<file path="config.mk">
export PLATFORM = sky130hd
export DESIGN_NAME = idft_synth_flat
export DESIGN_NICKNAME = d
export VERILOG_FILES = /design/src/rtl/idft_synth_if.sv /design/src/rtl/idft_synth.sv /design/src/flat_wrapper.sv
export SDC_FILE = /design/constraint.sdc
export NUM_CORES = 2
export LEC_CHECK = 0
export ABC_AREA = 1
export BUFFER_PORTS_ARGS = -buffer_cell sky130_fd_sc_hd__buf_2
export CAP_MARGIN = 20
export CORE_AREA = 3 3 350 214
export CTS_CLUSTER_SIZE = 24
export DETAILED_ROUTE_END_ITERATION = 8
export DIE_AREA = 0 0 353 217
export GPL_TIMING_DRIVEN = 0
export PLACE_DENSITY = 0.71
export SLEW_MARGIN = 25
export SYNTH_ARGS = -nofsm -noshare
export SYNTH_HDL_FRONTEND = slang
export SYNTH_SLANG_ARGS = --single-unit
</file>
<file path="constraint.sdc">
create_clock -name clk -period 12.8 [get_ports clk]
set_clock_uncertainty 0.1 [all_clocks]
set_input_delay 1.28 -clock clk [delete_from_list [all_inputs] [get_ports clk]]
set_output_delay 1.28 -clock clk [all_outputs]
set_load 0.02 [all_outputs]
</file>
<file path="src/rtl/idft_synth_if.sv">
// rtl/idft_synth_if.sv - sample stream interface from the synthesiser to the DAC/PWM path
//   sample_out   : signed time-domain sample, data_width*2 bits
//   sample_valid : sample_out holds a sample
//   sample_ready : downstream accepts sample_out this cycle
//   sample_last  : sample_out is the last sample of a period (n = N-1)
interface idft_synth_if #(
    parameter int data_width = 8
);
    logic signed [2*data_width-1:0] sample_out;
    logic                           sample_valid;
    logic                           sample_ready;
    logic                           sample_last;

    modport master (
        output sample_out,
        output sample_valid,
        output sample_last,
        input  sample_ready
    );

    modport slave (
        input  sample_out,
        input  sample_valid,
        input  sample_last,
        output sample_ready
    );
endinterface

</file>
<file path="src/rtl/idft_synth.sv">
// rtl/idft_synth.sv - inverse-DFT tone synthesiser, one real sample per frame from N complex bins
//   clk, reset_n            : clock (rising edge), asynchronous active-low reset
//   enable                  : permits starting the next sample computation
//   bin_we/addr/real/imag   : write port of the staging bin bank
//   commit, commit_pending  : queue a staging->active copy, applied at the next n=0 start
//   smp (idft_synth_if)     : sample_out/sample_valid/sample_ready/sample_last stream
//   Optional macro IDFT_SATURATE_EN: saturate the scaled sample instead of wrapping it.
module idft_synth #(
    parameter int data_width = 8,
    parameter int freq_bins  = 8,
    parameter int OUT_SHIFT  = 3
) (
    input  logic                                clk,
    input  logic                                reset_n,
    input  logic                                enable,
    input  logic                                bin_we,
    input  logic [$clog2(freq_bins)-1:0]        bin_addr,
    input  logic signed [2*data_width-1:0]      bin_real,
    input  logic signed [2*data_width-1:0]      bin_imag,
    input  logic                                commit,
    output logic                                commit_pending,
    idft_synth_if.master                        smp
);
    localparam int BW    = 2 * data_width;
    localparam int LOGN  = $clog2(freq_bins);
    localparam int AW    = BW + 16 + LOGN + 1;
    localparam int SHIFT = 7 + OUT_SHIFT;

    typedef logic [freq_bins-1:0][15:0] tab_t;

    localparam logic signed [63:0] TWO_PI_Q28 = 64'sd1686629713;
    localparam logic signed [63:0] ONE_Q28    = 64'sd268435456;
    localparam logic signed [63:0] HALF_Q28   = 64'sd134217728;

    // Twiddle table round(128*cos/sin(2*pi*m/N)), the same contents as the
    // analyser's twiddle_real.list / twiddle_imag.list. Built at elaboration:
    // the angle is folded into the first quadrant so a short Taylor series in
    // Q28 stays well inside 64 bits and far below the 1/128 rounding step.
    function automatic tab_t build_tab(input bit want_sin);
        tab_t                t;
        logic signed [63:0]  x, x2, term, c, s, ci, si, cv, sv;
        int                  q, r;
        t = '0;
        for (int m = 0; m < freq_bins; m++) begin
            q  = m / (freq_bins / 4);
            r  = m % (freq_bins / 4);
            x  = (TWO_PI_Q28 * 64'(r)) / 64'(freq_bins);
            x2 = (x * x) >>> 28;
            c    = 64'sd0;
            term = ONE_Q28;
            for (int i = 0; i < 10; i++) begin
                c    = c + term;
                term = -(((term * x2) >>> 28) / 64'((2*i+1) * (2*i+2)));
            end
            s    = 64'sd0;
            term = x;
            for (int j = 0; j < 10; j++) begin
                s    = s + term;
                term = -(((term * x2) >>> 28) / 64'((2*j+2) * (2*j+3)));
            end
            ci = (c * 64'sd128 + HALF_Q28) >>> 28;
            si = (s * 64'sd128 + HALF_Q28) >>> 28;
            case (q)
                0:       begin cv = ci;  sv = si;  end
                1:       begin cv = -si; sv = ci;  end
                2:       begin cv = -ci; sv = -si; end
                default: begin cv = si;  sv = -ci; end
            endcase
            t[m] = want_sin ? sv[15:0] : cv[15:0];
        end
        return t;
    endfunction

    localparam tab_t COS_TAB = build_tab(1'b0);
    localparam tab_t SIN_TAB = build_tab(1'b1);

`ifdef IDFT_SATURATE_EN
    localparam logic signed [AW-1:0] SAT_MAX = {{(AW-BW+1){1'b0}}, {(BW-1){1'b1}}};
    localparam logic signed [AW-1:0] SAT_MIN = {{(AW-BW+1){1'b1}}, {(BW-1){1'b0}}};

    function automatic logic signed [BW-1:0] scale_out(input logic signed [AW-1:0] a);
        logic signed [AW-1:0] yf;
        yf = a >>> SHIFT;
        if (yf > SAT_MAX)      return BW'(SAT_MAX);
        else if (yf < SAT_MIN) return BW'(SAT_MIN);
        else                   return BW'(yf);
    endfunction
`else
    function automatic logic signed [BW-1:0] scale_out(input logic signed [AW-1:0] a);
        return BW'(a >>> SHIFT);
    endfunction
`endif

    typedef enum logic [1:0] {IDLE, ACCUM, SCALE, HOLD} state_t;

    state_t                 state_q, state_d;
    logic [LOGN-1:0]        n_q, n_d;
    logic [LOGN-1:0]        k_q, k_d;
    logic signed [AW-1:0]   acc_q, acc_d;
    logic signed [BW-1:0]   out_q, out_d;
    logic                   valid_q, valid_d;
    logic                   last_q, last_d;
    logic                   pend_q, pend_d;
    logic signed [BW-1:0]   stg_re_q [freq_bins];
    logic signed [BW-1:0]   stg_re_d [freq_bins];
    logic signed [BW-1:0]   stg_im_q [freq_bins];
    logic signed [BW-1:0]   stg_im_d [freq_bins];
    logic signed [BW-1:0]   act_re_q [freq_bins];
    logic signed [BW-1:0]   act_re_d [freq_bins];
    logic signed [BW-1:0]   act_im_q [freq_bins];
    logic signed [BW-1:0]   act_im_d [freq_bins];

    logic [LOGN-1:0]        m;
    logic signed [15:0]     cos_tw;
    logic signed [15:0]     sin_tw;
    logic signed [AW-1:0]   term;

    always_comb begin
        state_d  = state_q;
        n_d      = n_q;
        k_d      = k_q;
        acc_d    = acc_q;
        out_d    = out_q;
        valid_d  = valid_q;
        last_d   = last_q;
        pend_d   = pend_q;
        stg_re_d = stg_re_q;
        stg_im_d = stg_im_q;
        act_re_d = act_re_q;
        act_im_d = act_im_q;

        // Twiddle index (k*n) mod N: the product is simply truncated to LOGN bits.
        m      = k_q * n_q;
        cos_tw = $signed(COS_TAB[m]);
        sin_tw = $signed(SIN_TAB[m]);
        term   = AW'(act_re_q[k_q]) * AW'(cos_tw) - AW'(act_im_q[k_q]) * AW'(sin_tw);

        if (bin_we) begin
            stg_re_d[bin_addr] = bin_real;
            stg_im_d[bin_addr] = bin_imag;
        end
        if (commit) begin
            pend_d = 1'b1;
        end

        case (state_q)
            IDLE: begin
                if (enable) begin
                    state_d = ACCUM;
                    k_d     = '0;
                    acc_d   = '0;
                    // Copy from the registered staging bank so a write in this
                    // same cycle lands in staging only.
                    if (pend_q && (n_q == '0)) begin
                        act_re_d = stg_re_q;
                        act_im_d = stg_im_q;
                        pend_d   = 1'b0;
                    end
                end
            end
            ACCUM: begin
                acc_d = acc_q + term;
                k_d   = k_q + LOGN'(1);
                if (k_q == LOGN'(freq_bins - 1)) begin
                    state_d = SCALE;
                end
            end
            SCALE: begin
                out_d   = scale_out(acc_q);
                valid_d = 1'b1;
                last_d  = (n_q == LOGN'(freq_bins - 1));
                state_d = HOLD;
            end
            HOLD: begin
                if (valid_q && smp.sample_ready) begin
                    valid_d = 1'b0;
                    n_d     = n_q + LOGN'(1);
                    state_d = IDLE;
                end
            end
            default: state_d = IDLE;
        endcase
    end

    always_ff @(posedge clk or negedge reset_n) begin
        if (!reset_n) begin
            state_q  <= IDLE;
            n_q      <= '0;
            k_q      <= '0;
            acc_q    <= '0;
            out_q    <= '0;
            valid_q  <= 1'b0;
            last_q   <= 1'b0;
            pend_q   <= 1'b0;
            stg_re_q <= '{default: '0};
            stg_im_q <= '{default: '0};
            act_re_q <= '{default: '0};
            act_im_q <= '{default: '0};
        end else begin
            state_q  <= state_d;
            n_q      <= n_d;
            k_q      <= k_d;
            acc_q    <= acc_d;
            out_q    <= out_d;
            valid_q  <= valid_d;
            last_q   <= last_d;
            pend_q   <= pend_d;
            stg_re_q <= stg_re_d;
            stg_im_q <= stg_im_d;
            act_re_q <= act_re_d;
            act_im_q <= act_im_d;
        end
    end

    assign smp.sample_out   = out_q;
    assign smp.sample_valid = valid_q;
    assign smp.sample_last  = last_q;
    assign commit_pending   = pend_q;
endmodule
</file>
<file path="src/flat_wrapper.sv">
// flat-port wrapper written by rule: the top's interface ports become plain ports
module idft_synth_flat 
#(
    parameter int data_width = 8,
    parameter int freq_bins  = 8,
    parameter int OUT_SHIFT  = 3
)
  (clk, reset_n, enable, bin_we, bin_addr, bin_real, bin_imag, commit, commit_pending, smp_sample_out, smp_sample_valid, smp_sample_last, smp_sample_ready);
  idft_synth_if #(.data_width(data_width)) smp_i ();
  input  logic clk;
  input  logic reset_n;
  input  logic enable;
  input  logic bin_we;
  input  logic [$clog2(freq_bins)-1:0] bin_addr;
  input  logic signed [2*data_width-1:0] bin_real;
  input  logic signed [2*data_width-1:0] bin_imag;
  input  logic commit;
  output logic commit_pending;
  output wire logic [$bits(smp_i.sample_out)-1:0] smp_sample_out;
  output wire logic [$bits(smp_i.sample_valid)-1:0] smp_sample_valid;
  output wire logic [$bits(smp_i.sample_last)-1:0] smp_sample_last;
  input wire logic [$bits(smp_i.sample_ready)-1:0] smp_sample_ready;
  assign smp_sample_out = smp_i.sample_out;
  assign smp_sample_valid = smp_i.sample_valid;
  assign smp_sample_last = smp_i.sample_last;
  assign smp_i.sample_ready = smp_sample_ready;
  idft_synth #(.data_width(data_width), .freq_bins(freq_bins), .OUT_SHIFT(OUT_SHIFT)) u_core (.clk(clk), .reset_n(reset_n), .enable(enable), .bin_we(bin_we), .bin_addr(bin_addr), .bin_real(bin_real), .bin_imag(bin_imag), .commit(commit), .commit_pending(commit_pending), .smp(smp_i));
endmodule
</file>
==> impl_metrics.tcl <==
set metrics [dict create \
    status "complete, no violations" \
    cts_setup_buffers 0 \
    cp-end-kind "flop" \
    syn_inst 4672 \
    overflow 0 \
    grtUsageTotal 0.325 \
    netlist-cell-type-count 54 \
    required_ps 13220 \
    antennaDiodeCount 0 \
    die_h_um 217 \
    final_common_cell "nand2_1" \
    cts_buffer_depth 3 \
    gp_congestion 0.986 \
    async_flop_share 1.00 \
    critPathMaxFanout 10 \
    post-route-period-util 0.937 \
    worstSetupStartpointType "flop" \
    whs_ps 343 \
    io_pins 60 \
    drtIter0Drc 4017 \
    slowest_stage "nor4_1" \
    met3_usage 0.141 \
    grt_max_degree 91 \
    worstPathArrival_ps 12410 \
    n_fill_cell 6405 \
    yosys.area.top_type "dfrtp_1" \
    grt_setup_unrepaired "no" \
    worst_pin_slew_ps 1120 \
    fp-row-count 76 \
    drtPass1Iterations 8 \
    final_cell_mix "1407 x nand2_1, 786 x inv_1, 565 x dfrtp_1, 442 x o21ai_0, 363 x fa_1" \
    yosysSeqAreaShare 0.359 \
    area_growth_pct 9.32 \
    clk-insertion-delay-late_ps 660 \
    ys_seq_elements 565 \
    hpwlAfterDp_um 95700 \
    fmax_ghz 0.0834 \
    grt_pass1_vias 31282 \
    grt_pass1_wl_um 188000 \
    drt_wl_total_um 121000 \
    maxCapViolations 0 \
    hold_viol 0 \
    synth-edff-count 0 \
    drc 0 \
    syn-num-nets 5288 \
    routed_via_density 5.54 \
    report.final.slew_viol_count 0 \
    synth_area_leaders "dfrtp_1 36%, fa_1 18%, nand2_1 13%" \
    io_buffers 59 \
    hold_buffers 0 \
    ys.flop_type "dfrtp_1" \
    coreArea_um2 71600 \
    drive_gt1_frac 0.0573 \
    numCtsBuffers 55 \
    netlist_area_um2 39400 \
    cts.clk_slew.worst_paths_ps 70 \
    setup_viol 0 \
    top_usage_layer "met1" \
    cp_common_cell "inv_1" \
    yosysWarnings 0 \
    fin_nets 5408 \
    crit_type "flop to flop" \
    drt-wirelength-per-cell_um 20.9 \
    die_x_um 353 \
    hold_class "flop to flop" \
    min_period_ps 11990 \
    htreeDepth 2 \
    initial_core_util 0.550 \
    syn_area_per_cell_um2 8.43 \
    grtUsageMet1 0.500 \
    cp_slowest_stage_delay_ps 690 \
    cts_root_buf "clkbuf_16" \
    vias 32221 \
    antenna_found_initial 1 \
    antenna_left 0 \
    yosysTopAreaCellShare 0.359 \
    cts.sinks 565 \
    cts_tree "built" \
    maxSlewHeadroom 0.257 \
    die_area_um2 76600 \
    met2_usage 0.418 \
]
-- cell type report --
type,instances,area [um2],area share
clock inverter,20,274,0.00637
multi-input combinational,3124,21400,0.497
sequential,565,14100,0.328
tap,975,1220,0.0283
timing repair buffer,65,470,0.0109
clock buffer,83,1690,0.0393
inverter,808,3040,0.0707
buffer,173,821,0.0191
-- registers in the layout, indices dropped and copies added (netlist names) --
signal and flops:
u_core.act_im_q 128, u_core.act_re_q 128, u_core.stg_im_q 128, u_core.stg_re_q 128, u_core.acc_q 26, u_core.smp.sample_out 16
u_core.k_q 3, u_core.n_q 3, u_core.state_q 2, u_core.commit_pending 1, u_core.smp.sample_last 1, u_core.smp.sample_valid 1
-- per-layer routing --
metal | up-vias | wire length, um | share of wire
met3 | 161 | 19800 | 0.16
met2 | 1788 | 45300 | 0.37
met4 | 2 | 2410 | 0.020
li1 | 14551 | - | -
met5 | - | 119 | 0.00098
met1 | 15719 | 53800 | 0.44
-- cells in the mapped netlist (3+ instances only) --
cell type     n
nand4_1       7
nor3_1       12
inv_2        15
nor2_8        3
o21ai_2       4
nor2_2        5
dfrtp_1     565
a21oi_1     131
a22oi_2       5
or2_2         5
nand2_2      10
inv_1       786
buf_2        16
xor2_1       42
nand3_2       7
nand2_1    1407
nand3_1      65
buf_6        11
o211ai_1      3
xnor2_1      27
o22ai_1      34
nand2_4       5
buf_4        16
clkinv_1      4
ha_1        212
o21ai_0     442
o21bai_1      8
a32o_1       22
a21o_1        9
fa_1        363
or2_1         3
nor2_1      249
clkbuf_1    130
o21ai_1      18
-- worst max-delay path, delay by kind of cell (launching register included) --
| kind | cells | cell delay, ps |
|---|---|---|
| and+or+nand+nor | 13 | 2050 |
| buffers and inverters | 15 | 3390 |
| DFF | 1 | 400 |
| AOI/OAI and AO/OA | 5 | 1430 |
| adders and majority gates | 9 | 4080 |
| xor gates and xnor gates | 1 | 400 |
-- worst paths after layout --
check	start	endpoint	slack (ps)	depth (start not counted)
worst max-delay path	u_core.k_q[2]	u_core.acc_q[25]	810	43
worst min-delay path	u_core.stg_im_q[31]	u_core.act_im_q[31]	340	2
worst max register to register	u_core.k_q[2]	u_core.acc_q[25]	810	43
worst min register to register	u_core.stg_im_q[31]	u_core.act_im_q[31]	340	2
max in group asynchronous	reset_n	u_core.stg_re_q[34]	9980	5
min in group asynchronous	reset_n	u_core.act_im_q[105]	480	1
-- stage by stage --
stage / cell area, um2 / setup TNS (ps) / cells / util / setup slack, ps
finish: 43000 / 0 / 5813 / 0.601 / 811
global route: 43000 / 0 / 5813 / 0.601 / 107
CTS: 43000 / 0 / 5815 / 0.601 / 673
detailed placement: 41100 / 0 / 5712 / 0.574 / 717
global placement: 40900 / -798140 / 5706 / 0.571 / -1550
floorplan: 39400 / 0 / 4672 / - / 3300
-- repair_timing --
action                                  4_1_cts  5_1_grt
endpoints found under the setup margin        0        1
hold endpoints to repair                      0        0
resized for setup                             0        2
-- logic make-up after synthesis --
kind of cell               synth area share
adders and majority gates             0.252
muxes                              0.000286
buffers and inverters                0.0981
AOI/OAI and AO/OA                    0.0959
and+or+nand+nor                       0.179
xor gates and xnor gates             0.0153
DFF                                   0.359
Power is not shown: default switching activity piles up to over one toggle a cycle in this logic, so the estimate is an artifact.
